File: src/rtl/cache_block_i_3.sv
// 4-way set-associative instruction cache, one word per block, read-only (I/S valid only).
// Misses go out on the common bus; the victim way comes from an external LRU controller.
module cache_block_i_3 #(
  parameter int ADDRESSSIZE     = 32,
  parameter int DATASIZE        = 32,
  parameter int INDEX_SIZE      = 4,
  parameter int BLK_OFFSET_SIZE = 2
) (
  input  logic                   CLK,
  input  logic                   RST_N,
  input  logic                   PrRd,
  input  logic [ADDRESSSIZE-1:0] Address,
  output logic [DATASIZE-1:0]    Data_Bus,
  output logic                   Data_Ready,
  input  logic [1:0]             LRU_replacement_proc,
  output logic [1:0]             Blk_accessed,
  output logic                   BusRd,
  output logic [ADDRESSSIZE-1:0] Address_Com,
  input  logic [DATASIZE-1:0]    Data_Bus_Com,
  input  logic                   Mem_Rdy
);

  localparam int NUM_OF_SETS = 1 << INDEX_SIZE;
  localparam int NUM_WAYS    = 4;
  localparam int TAG_W       = ADDRESSSIZE - INDEX_SIZE - BLK_OFFSET_SIZE;

  typedef enum logic [1:0] {IDLE, COMPARE, MISS, RESPOND} state_t;

  state_t                                  r_state;
  logic [INDEX_SIZE-1:0]                   r_idx;
  logic [TAG_W-1:0]                        r_tag;
  logic [1:0]                              r_fill_way;
  logic [NUM_WAYS-1:0][NUM_OF_SETS-1:0]    r_valid;
  logic [TAG_W-1:0]                        r_tag_mem  [NUM_WAYS][NUM_OF_SETS];
  logic [DATASIZE-1:0]                     r_data_mem [NUM_WAYS][NUM_OF_SETS];

  logic [INDEX_SIZE-1:0] w_addr_idx;
  logic [TAG_W-1:0]      w_addr_tag;
  logic [NUM_WAYS-1:0]   w_hit_vec;
  logic [NUM_WAYS-1:0]   w_valid_set;
  logic                  w_hit;
  logic [1:0]            w_hit_way;
  logic [1:0]            w_free_way;
  logic [1:0]            w_victim;
  logic [DATASIZE-1:0]   w_hit_data;
  logic                  w_fill;
  logic                  w_unused;

  assign w_addr_idx = Address[INDEX_SIZE+BLK_OFFSET_SIZE-1:BLK_OFFSET_SIZE];
  assign w_addr_tag = Address[ADDRESSSIZE-1:INDEX_SIZE+BLK_OFFSET_SIZE];
  assign w_unused   = ^Address[BLK_OFFSET_SIZE-1:0];

  for (genvar g = 0; g < NUM_WAYS; g++) begin : g_way
    assign w_valid_set[g] = r_valid[g][r_idx];
    assign w_hit_vec[g]   = w_valid_set[g] && (r_tag_mem[g][r_idx] == r_tag);
  end

  // Priority encoders: lowest-numbered hit way and lowest-numbered invalid way.
  always_comb begin
    w_hit_way  = 2'd0;
    w_free_way = 2'd0;
    for (int w = NUM_WAYS - 1; w >= 0; w--) begin
      if (w_hit_vec[w])    w_hit_way  = 2'(w);
      if (!w_valid_set[w]) w_free_way = 2'(w);
    end
  end

  assign w_hit      = |w_hit_vec;
  assign w_victim   = (&w_valid_set) ? LRU_replacement_proc : w_free_way;
  assign w_hit_data = r_data_mem[w_hit_way][r_idx];
  assign w_fill     = (r_state == MISS) && Mem_Rdy;

  // Tag/data arrays carry no reset; the valid bits alone qualify them.
  always_ff @(posedge CLK) begin
    if (w_fill) begin
      r_tag_mem[r_fill_way][r_idx]  <= r_tag;
      r_data_mem[r_fill_way][r_idx] <= Data_Bus_Com;
    end
  end

  always_ff @(posedge CLK or negedge RST_N) begin
    if (!RST_N) begin
      r_state      <= IDLE;
      r_valid      <= '0;
      r_idx        <= '0;
      r_tag        <= '0;
      r_fill_way   <= 2'd0;
      BusRd        <= 1'b0;
      Address_Com  <= '0;
      Data_Ready   <= 1'b0;
      Data_Bus     <= '0;
      Blk_accessed <= 2'd0;
    end else begin
      case (r_state)
        IDLE: begin
          Data_Ready <= 1'b0;
          if (PrRd) begin
            r_idx   <= w_addr_idx;
            r_tag   <= w_addr_tag;
            r_state <= COMPARE;
          end
        end
        COMPARE: begin
          if (w_hit) begin
            Data_Bus     <= w_hit_data;
            Blk_accessed <= w_hit_way;
            Data_Ready   <= 1'b1;
            r_state      <= RESPOND;
          end else begin
            r_fill_way  <= w_victim;
            BusRd       <= 1'b1;
            Address_Com <= {r_tag, r_idx, {BLK_OFFSET_SIZE{1'b0}}};
            r_state     <= MISS;
          end
        end
        MISS: begin
          if (Mem_Rdy) begin
            r_valid[r_fill_way][r_idx] <= 1'b1;
            Data_Bus     <= Data_Bus_Com;
            Blk_accessed <= r_fill_way;
            BusRd        <= 1'b0;
            Address_Com  <= '0;
            Data_Ready   <= 1'b1;
            r_state      <= RESPOND;
          end
        end
        RESPOND: begin
          Data_Ready <= 1'b0;
          r_state    <= IDLE;
        end
        default: r_state <= IDLE;
      endcase
    end
  end

endmodule

File: config.mk
export PLATFORM = sky130hd
export DESIGN_NAME = cache_block_i_3
export DESIGN_NICKNAME = d
export VERILOG_FILES = /design/src/rtl/cache_block_i_3.sv
export SDC_FILE = /design/constraint.sdc
export NUM_CORES = 2
export LEC_CHECK = 0
export BUFFER_PORTS_ARGS = -buffer_cell sky130_fd_sc_hd__buf_4
export CORE_ASPECT_RATIO = 1.5
export CORE_UTILIZATION = 30
export DETAILED_ROUTE_END_ITERATION = 8
export SYNTH_ARGS = -nofsm -noshare
export SYNTH_HDL_FRONTEND = slang
export SYNTH_SLANG_ARGS = --single-unit
export TNS_END_PERCENT = 20
File: constraint.sdc
create_clock -name CLK -period 7.2 [get_ports CLK]
set_input_delay 0.72 -clock CLK [delete_from_list [all_inputs] [get_ports CLK]]
set_output_delay 0.72 -clock CLK [all_outputs]
set_load 0.1 [all_outputs]
== Word-level counts from Yosys, hierarchy flattened ==
Memory sizes are Yosys's and may differ from the RTL's.
Index checks and enable logic that the tools add are counted.
Widths: inputs -> output; s select.
Storage, ports and cells
  register bits: 166
  memory bits (writable): 3712
  input bits: 70
  output and inout port bits: 68
  logic and storage cells: 117
  memories kept: 2
Memory list
  r_data_mem: words 4, bits a word 512, rd ports 1, clocked after memory_dff 0, wr ports 1, line 35  | logic [DATASIZE-1:0] r_data_mem [NUM_WAYS][NUM_OF_SETS];
  r_tag_mem: words 4, bits a word 416, rd ports 4, clocked after memory_dff 0, wr ports 1, line 34  | logic [TAG_W-1:0] r_tag_mem [NUM_WAYS][NUM_OF_SETS];
Operators by class
  magnitude comparators: 6
  equality and inequality tests: 11
  muxes and demuxes: 62
  bitwise operators: 3
  reductions and logical operators: 20
Operators by type and width (count)
  $mux 512: 1
  $bmux 26 s4: 4
  $mux 416: 1
  $mux 26: 9
  $mux 32: 7
  $bmux 32 s4: 1
  $demux 32 s4: 1
  $pmux 32 s2: 2
  $demux 26 s4: 1
  $eq 26x26->1: 4
  $or 64x64->64: 1
  $demux 16 s2: 1
  $mux 2: 13
  $bmux 1 s4: 4
  $mux 16: 1
  $mux 1: 11
  $reduce_and 2->1: 5
  $logic_and 1x1->1: 8
  $ne 2x2->1 const B: 4
  $pmux 2 s4: 1
  $reduce_and 3->1: 2
  $ge 5x5->1 const B: 1
  $lt 4x5->1 const B: 1
  $lt 5x1->1 const B: 1
  other kinds (16): 17

== Logic depth before layout (Yosys ltp) ==
An unclocked memory read counts as a cell.
  depth after elaboration: 16
  mapped depth: 24
  gate-level depth less buffers: 14

== Worst setup path before layout ==
OpenSTA, ideal clock, no wires.
  path type: reg2reg
  start: reg r_idx[1]
  end: mem r_data_mem[0][480] in the netlist's numbering, enable pin
  setup time: 0.475 ns
  data arrival time: 5.079 ns
  required time: 6.725 ns
  setup slack: 1.646 ns
  stages on the path, launching flop included: 14
  path buffers: 10
  period minus slack after synthesis: 5.554 ns
  path through: dfrtp_1 > buf_6 > buf_6 > buf_6 > buf_6 > buf_4 > buf_4 > buf_2 > buf_1 > clkbuf_1 > buf_1 > nor3_1 > nand2_1 > nor2_1
On the way
  longest elaborated chain between the ends: 6
  elaborated cells between the ends (all ways): 7
  classes of those cells: order compare (2); mux (3); bitwise (1); reduce/logical (1)
Ends and longest elaborated chain
  start: declaration: line 30  | logic [INDEX_SIZE-1:0] r_idx;
  start signal: assignment: line 98  | r_idx <= w_addr_idx;
  $not 4->5 (not written as such) (*): line 77  | r_data_mem[r_fill_way][r_idx] <= Data_Bus_Com;
  $ge 5x5->1 (not written as such) or $lt 5x1->1 (tied branches): line 77
  $logic_and 1x1->1 (not written as such): line 77
  $mux 32 (not written as such): line 77
  $demux 32 s4 (*): line 77
  $mux 512 (not written as such) (*): line 77
  end: declaration: line 35
Mark *: on every way between the ends. The rest lies on a longest branch, timed or not.

== Final worst setup path ==
  start: reg r_idx[3]
  end: reg Data_Bus[28]
On the way
  longest elaborated chain between the ends: 16
  elaborated cells between the ends (all ways): 42
  classes of those cells: eq/ne (5); mux (29); bitwise (1); reduce/logical (6); memory (1)
Ends and longest elaborated chain
  $not 4->5 (not written as such): line 55, 70
  $bmux 26 s4: line 55  | assign w_hit_vec[g] = w_valid_set[g] && (r_tag_mem[g][r_idx] == r_tag);
  $mux 26 (not written as such) (2 in a row): line 55
  $eq 26x26->1: line 55
  $logic_and 1x1->1: line 55
  $mux 2 (4 in a row): line 63  | if (w_hit_vec[w]) w_hit_way = 2'(w);
  $mem_v2 4x512
  $bmux 32 s4: line 70  | assign w_hit_data = r_data_mem[w_hit_way][r_idx];
  $mux 32 (not written as such) (2 in a row): line 70
  $mux 32: line 104  | if (w_hit) begin
  $pmux 32 s2: line 94  | case (r_state)
  end signal: assignment: line 105  | Data_Bus <= w_hit_data;
  end signal: assignment: line 119  | Data_Bus <= Data_Bus_Com;
  end: declaration: line 13  | output logic [DATASIZE-1:0] Data_Bus,
Parallel ways exist; a longest one is shown, timed or not. The select of a mux whose other input is x is not followed.
A chain may end at the register's enable or synchronous reset.

==> results.yml <==
status:
  outcome: "completed"
sta:
  finalClockSkew_ns: 0.138
  fin_hold_ws_ns: 0.223
  slew_headroom_pct: 15.7
  drv_slew: 0
  min_period_ns: 7.00
  grt_setup_unrepaired: "no"
  fin_crit_sh_pct: 97.2
  tightestPinTransition_ns: 1.26
  clock.fmax_mhz: 143
  finalHoldViolations: 0
  final.setup.tns_ns: 0
  finalSetupViolCount: 0
grt:
  top_usage_layer: "met2"
  overflow: 0
  grt_pass1_vias: 81900
  grtUsageMet1_pct: 21.7
  antenna_found_initial: 26
  grt_max_degree: 88
  grt_usage_pct: 18.1
  grt_pass1_wl_um: 651000
  met3_usage_pct: 2.66
  grt_use_met2_pct: 32.1
cells_and_area:
  area_delta_synth_final_pct: 16.5
  register_area_um2: 116000
  nNetsFinal: 8275
  fin_cells: 15300
  multiInputGateArea_um2: 34200
  final_core_util_pct: 35.1
  drive_gt1_share_pct: 25.9
  num-fill-cells: 46700
worst_setup_path:
  worstSetupPathType: "flip-flop to flip-flop"
  arrival_ns: 7.93
  start_kind: "flip-flop"
  critPathCaptureType: "flip-flop"
  worst-endpoint-required_ns: 8.13
  rrSetupSlack_ns: 0.20
  worstPathMaxFanout: 42
drt:
  wl_um: 476000
  wire_per_inst_um: 31.2
  ant_nets: 0
  drt_first_iter_violations: 10400
  routed_via_density: 5.31
  drc: 0
  first_pass_iters: 8
  vias: 81000
power:
  peakVddDrop_mv: 0.374
  power_frac_seq_pct: 41.8
  p_comb_share_pct: 28.2
  internal_power_mw: 44.6
  power_switching_mw: 22.3
  swShare_pct: 33.3
  p_leak_nw: 55.7
  p_clk_share_pct: 30.0
  p_per_area_nw_per_um2: 378
job:
  drv_cap: 0
placed_design:
  dp_hpwl_um: 280000
  place_inst: 14500
  gp_congestion: 0.856
  port_buffers: 133
clocking:
  clockRootBuffer: "clkbuf_16"
  cts_tree: "yes"
  numCtsBuffers: 376
  clock_latency_ns: 1.05
  htree_levels: 5
  clk_pin_slew_worst_paths_ns: 0.06
  clock_sinks: 3876
  postCtsSetupBuffers: 0
  clk_path_buf_depth: 4
floorplan:
  rows: 319
  core_area_um2: 504000
  ios: 138
  start_util_pct: 30.2
  die_w_um: 583
  die_h_um: 873
  die_area_um2: 509000
synthesis:
  ys_seq_area_share_pct: 76.1
  ys_seq_elements: 3876
  synth_edf_count: 3712
  async_flop_share_pct: 4.23
  synth_cells: 7582
  netlist_area_um2: 152000
  syn_area_per_cell_um2: 20.0
  ys_warn_count: 0
  ys_types: 95
  synthFlopType: "edfxtp_1"
hold_path:
  hp-class: "input port to flip-flop"
==> synthesized netlist by cell type, types with 25 or more instances <==
cell / n / area share (%)
dfrtp_1: 164 / 2.7
nor3_1: 37 / 0.12
xnor2_1: 92 / 0.53
buf_4: 73 / 0.36
buf_2: 108 / 0.36
a22oi_1: 213 / 1.1
or2_2: 71 / 0.29
buf_6: 52 / 0.39
nor4_1: 26 / 0.11
o22ai_1: 49 / 0.20
mux2_2: 186 / 1.4
a21oi_1: 294 / 0.97
nand3_1: 35 / 0.12
nor2b_1: 43 / 0.18
o21ai_0: 100 / 0.33
buf_1: 25 / 0.062
edfxtp_1: 3712 / 73
a221oi_1: 44 / 0.25
inv_1: 50 / 0.12
a211oi_1: 52 / 0.26
nor2_1: 163 / 0.40
a22o_1: 69 / 0.40
clkbuf_1: 160 / 0.40
mux4_2: 620 / 9.2
nand2_1: 170 / 0.42
mux2i_1: 632 / 4.2
==> power groups by stage <==
stage | combinational (mW) | sequential [mW] | clock, mW
2_1_floorplan | 9.57 | 29.3 | 0
5_1_grt | 19.5 | 28.1 | 21.1
3_3_place_gp | 18.5 | 28.4 | 0
4_1_cts | 18.8 | 28.0 | 20.3
6_report | 18.8 | 28.0 | 20.1
3_5_place_dp | 18.7 | 28.5 | 0
==> kinds of logic (layout without fill, tap and decap cells) <==
logic type | Yosys count | in the layout | synth area share, %
DFF | 3876 | 3876 | 76.1
xor gates and xnor gates | 114 | 114 | 0.657
AOI/OAI and AO/OA | 1025 | 1025 | 4.59
and+or+nand+nor | 640 | 640 | 2.11
muxes | 1438 | 1438 | 14.7
adders and majority gates | 4 | 4 | 0.0330
buffers and inverters | 484 | 1415 | 1.79
other | 1 | 9 | 0.00247
==> state kept, by name, summed over array words and instances (netlist names) <==
name and count:
r_data_mem 2048, r_tag_mem 1664, r_valid 64, Data_Bus 32, Address_Com 30, r_tag 26
r_idx 4, Blk_accessed 2, r_fill_way 2, r_state 2, BusRd 1, Data_Ready 1
==> layer usage <==
layer	up-vias	part of all wire, %	wire [um]
li1	32500	-	-
met1	43400	36	173000
met2	4143	51	243000
met3	978	7.5	35600
met4	10	5.1	24100
met5	-	0.013	60
==> worst paths after layout <==
kind	from	end	cells past startpoint
max reg2reg	r_idx[3]	Data_Bus[28]	24
min reg2reg	r_valid[6]	r_valid[6]	1
max in group asynchronous	RST_N	Data_Bus[19]	3
max	r_idx[3]	Data_Bus[28]	24
min in group asynchronous	RST_N	r_valid[28]	2
min	Data_Bus_Com[30]	r_data_mem[0][478]	1
==> per-stage QoR <==
step | worst slack (ns) | power, mW | instance area [um2]
after CTS | 0.286 | 67.1 | 177000
after global placement | 0.148 | 46.9 | 164000
after floorplan | 1.65 | 38.9 | 152000
final | 0.200 | 66.9 | 177000
after detailed placement | 0.239 | 47.2 | 164000
after global routing | 0.0211 | 68.7 | 177000
==> worst max-delay path, cell delays in order, from the launching register on <==
cell and delay (ns):
dfrtp_4 0.83, buf_12 0.29, buf_12 0.20, buf_12 0.23, nor2b_1 0.16, buf_4 0.27, a22o_1 0.19, a221oi_1 0.05
buf_4 0.18, xnor2_1 0.78, nor4_1 0.15, and3_1 0.35, buf_4 0.20, a211oi_4 0.24, buf_12 0.21, buf_12 0.28
buf_12 0.31, buf_4 0.31, mux2i_1 0.22, nand3_1 0.09, nand4_1 0.16, nand2_1 0.08, nor4_1 0.69, buf_4 0.22
a21oi_1 0.06
==> cell type report <==
class	count	share of cell area [%]
clock buffers	450	5.58
clock inverters	241	1.44
repair buffers	667	3.44
inverters	57	0.122
diodes	7	0.00990
flip-flops and latches	3876	65.3
multi-input cells	3223	19.3
well taps	6741	4.77
==> layout by cell type, fill, tap and decap left out, types with 91 or more instances in the layout <==
master,count
nor2_1,91
mux2i_1,632
a21oi_1,292
mux2_2,186
a22oi_1,213
edfxtp_1,3712
mux4_2,620
nand2_1,169
clkbuf_16,382
xnor2_1,92
o21ai_0,100
dfrtp_1,134
buf_4,556
==> what timing repair did <==
action,CTS,global route
hold buffers,31,0
hold endpoints to repair,107,0
gates resized for setup,0,0
Power figures use the tool's default switching activity.
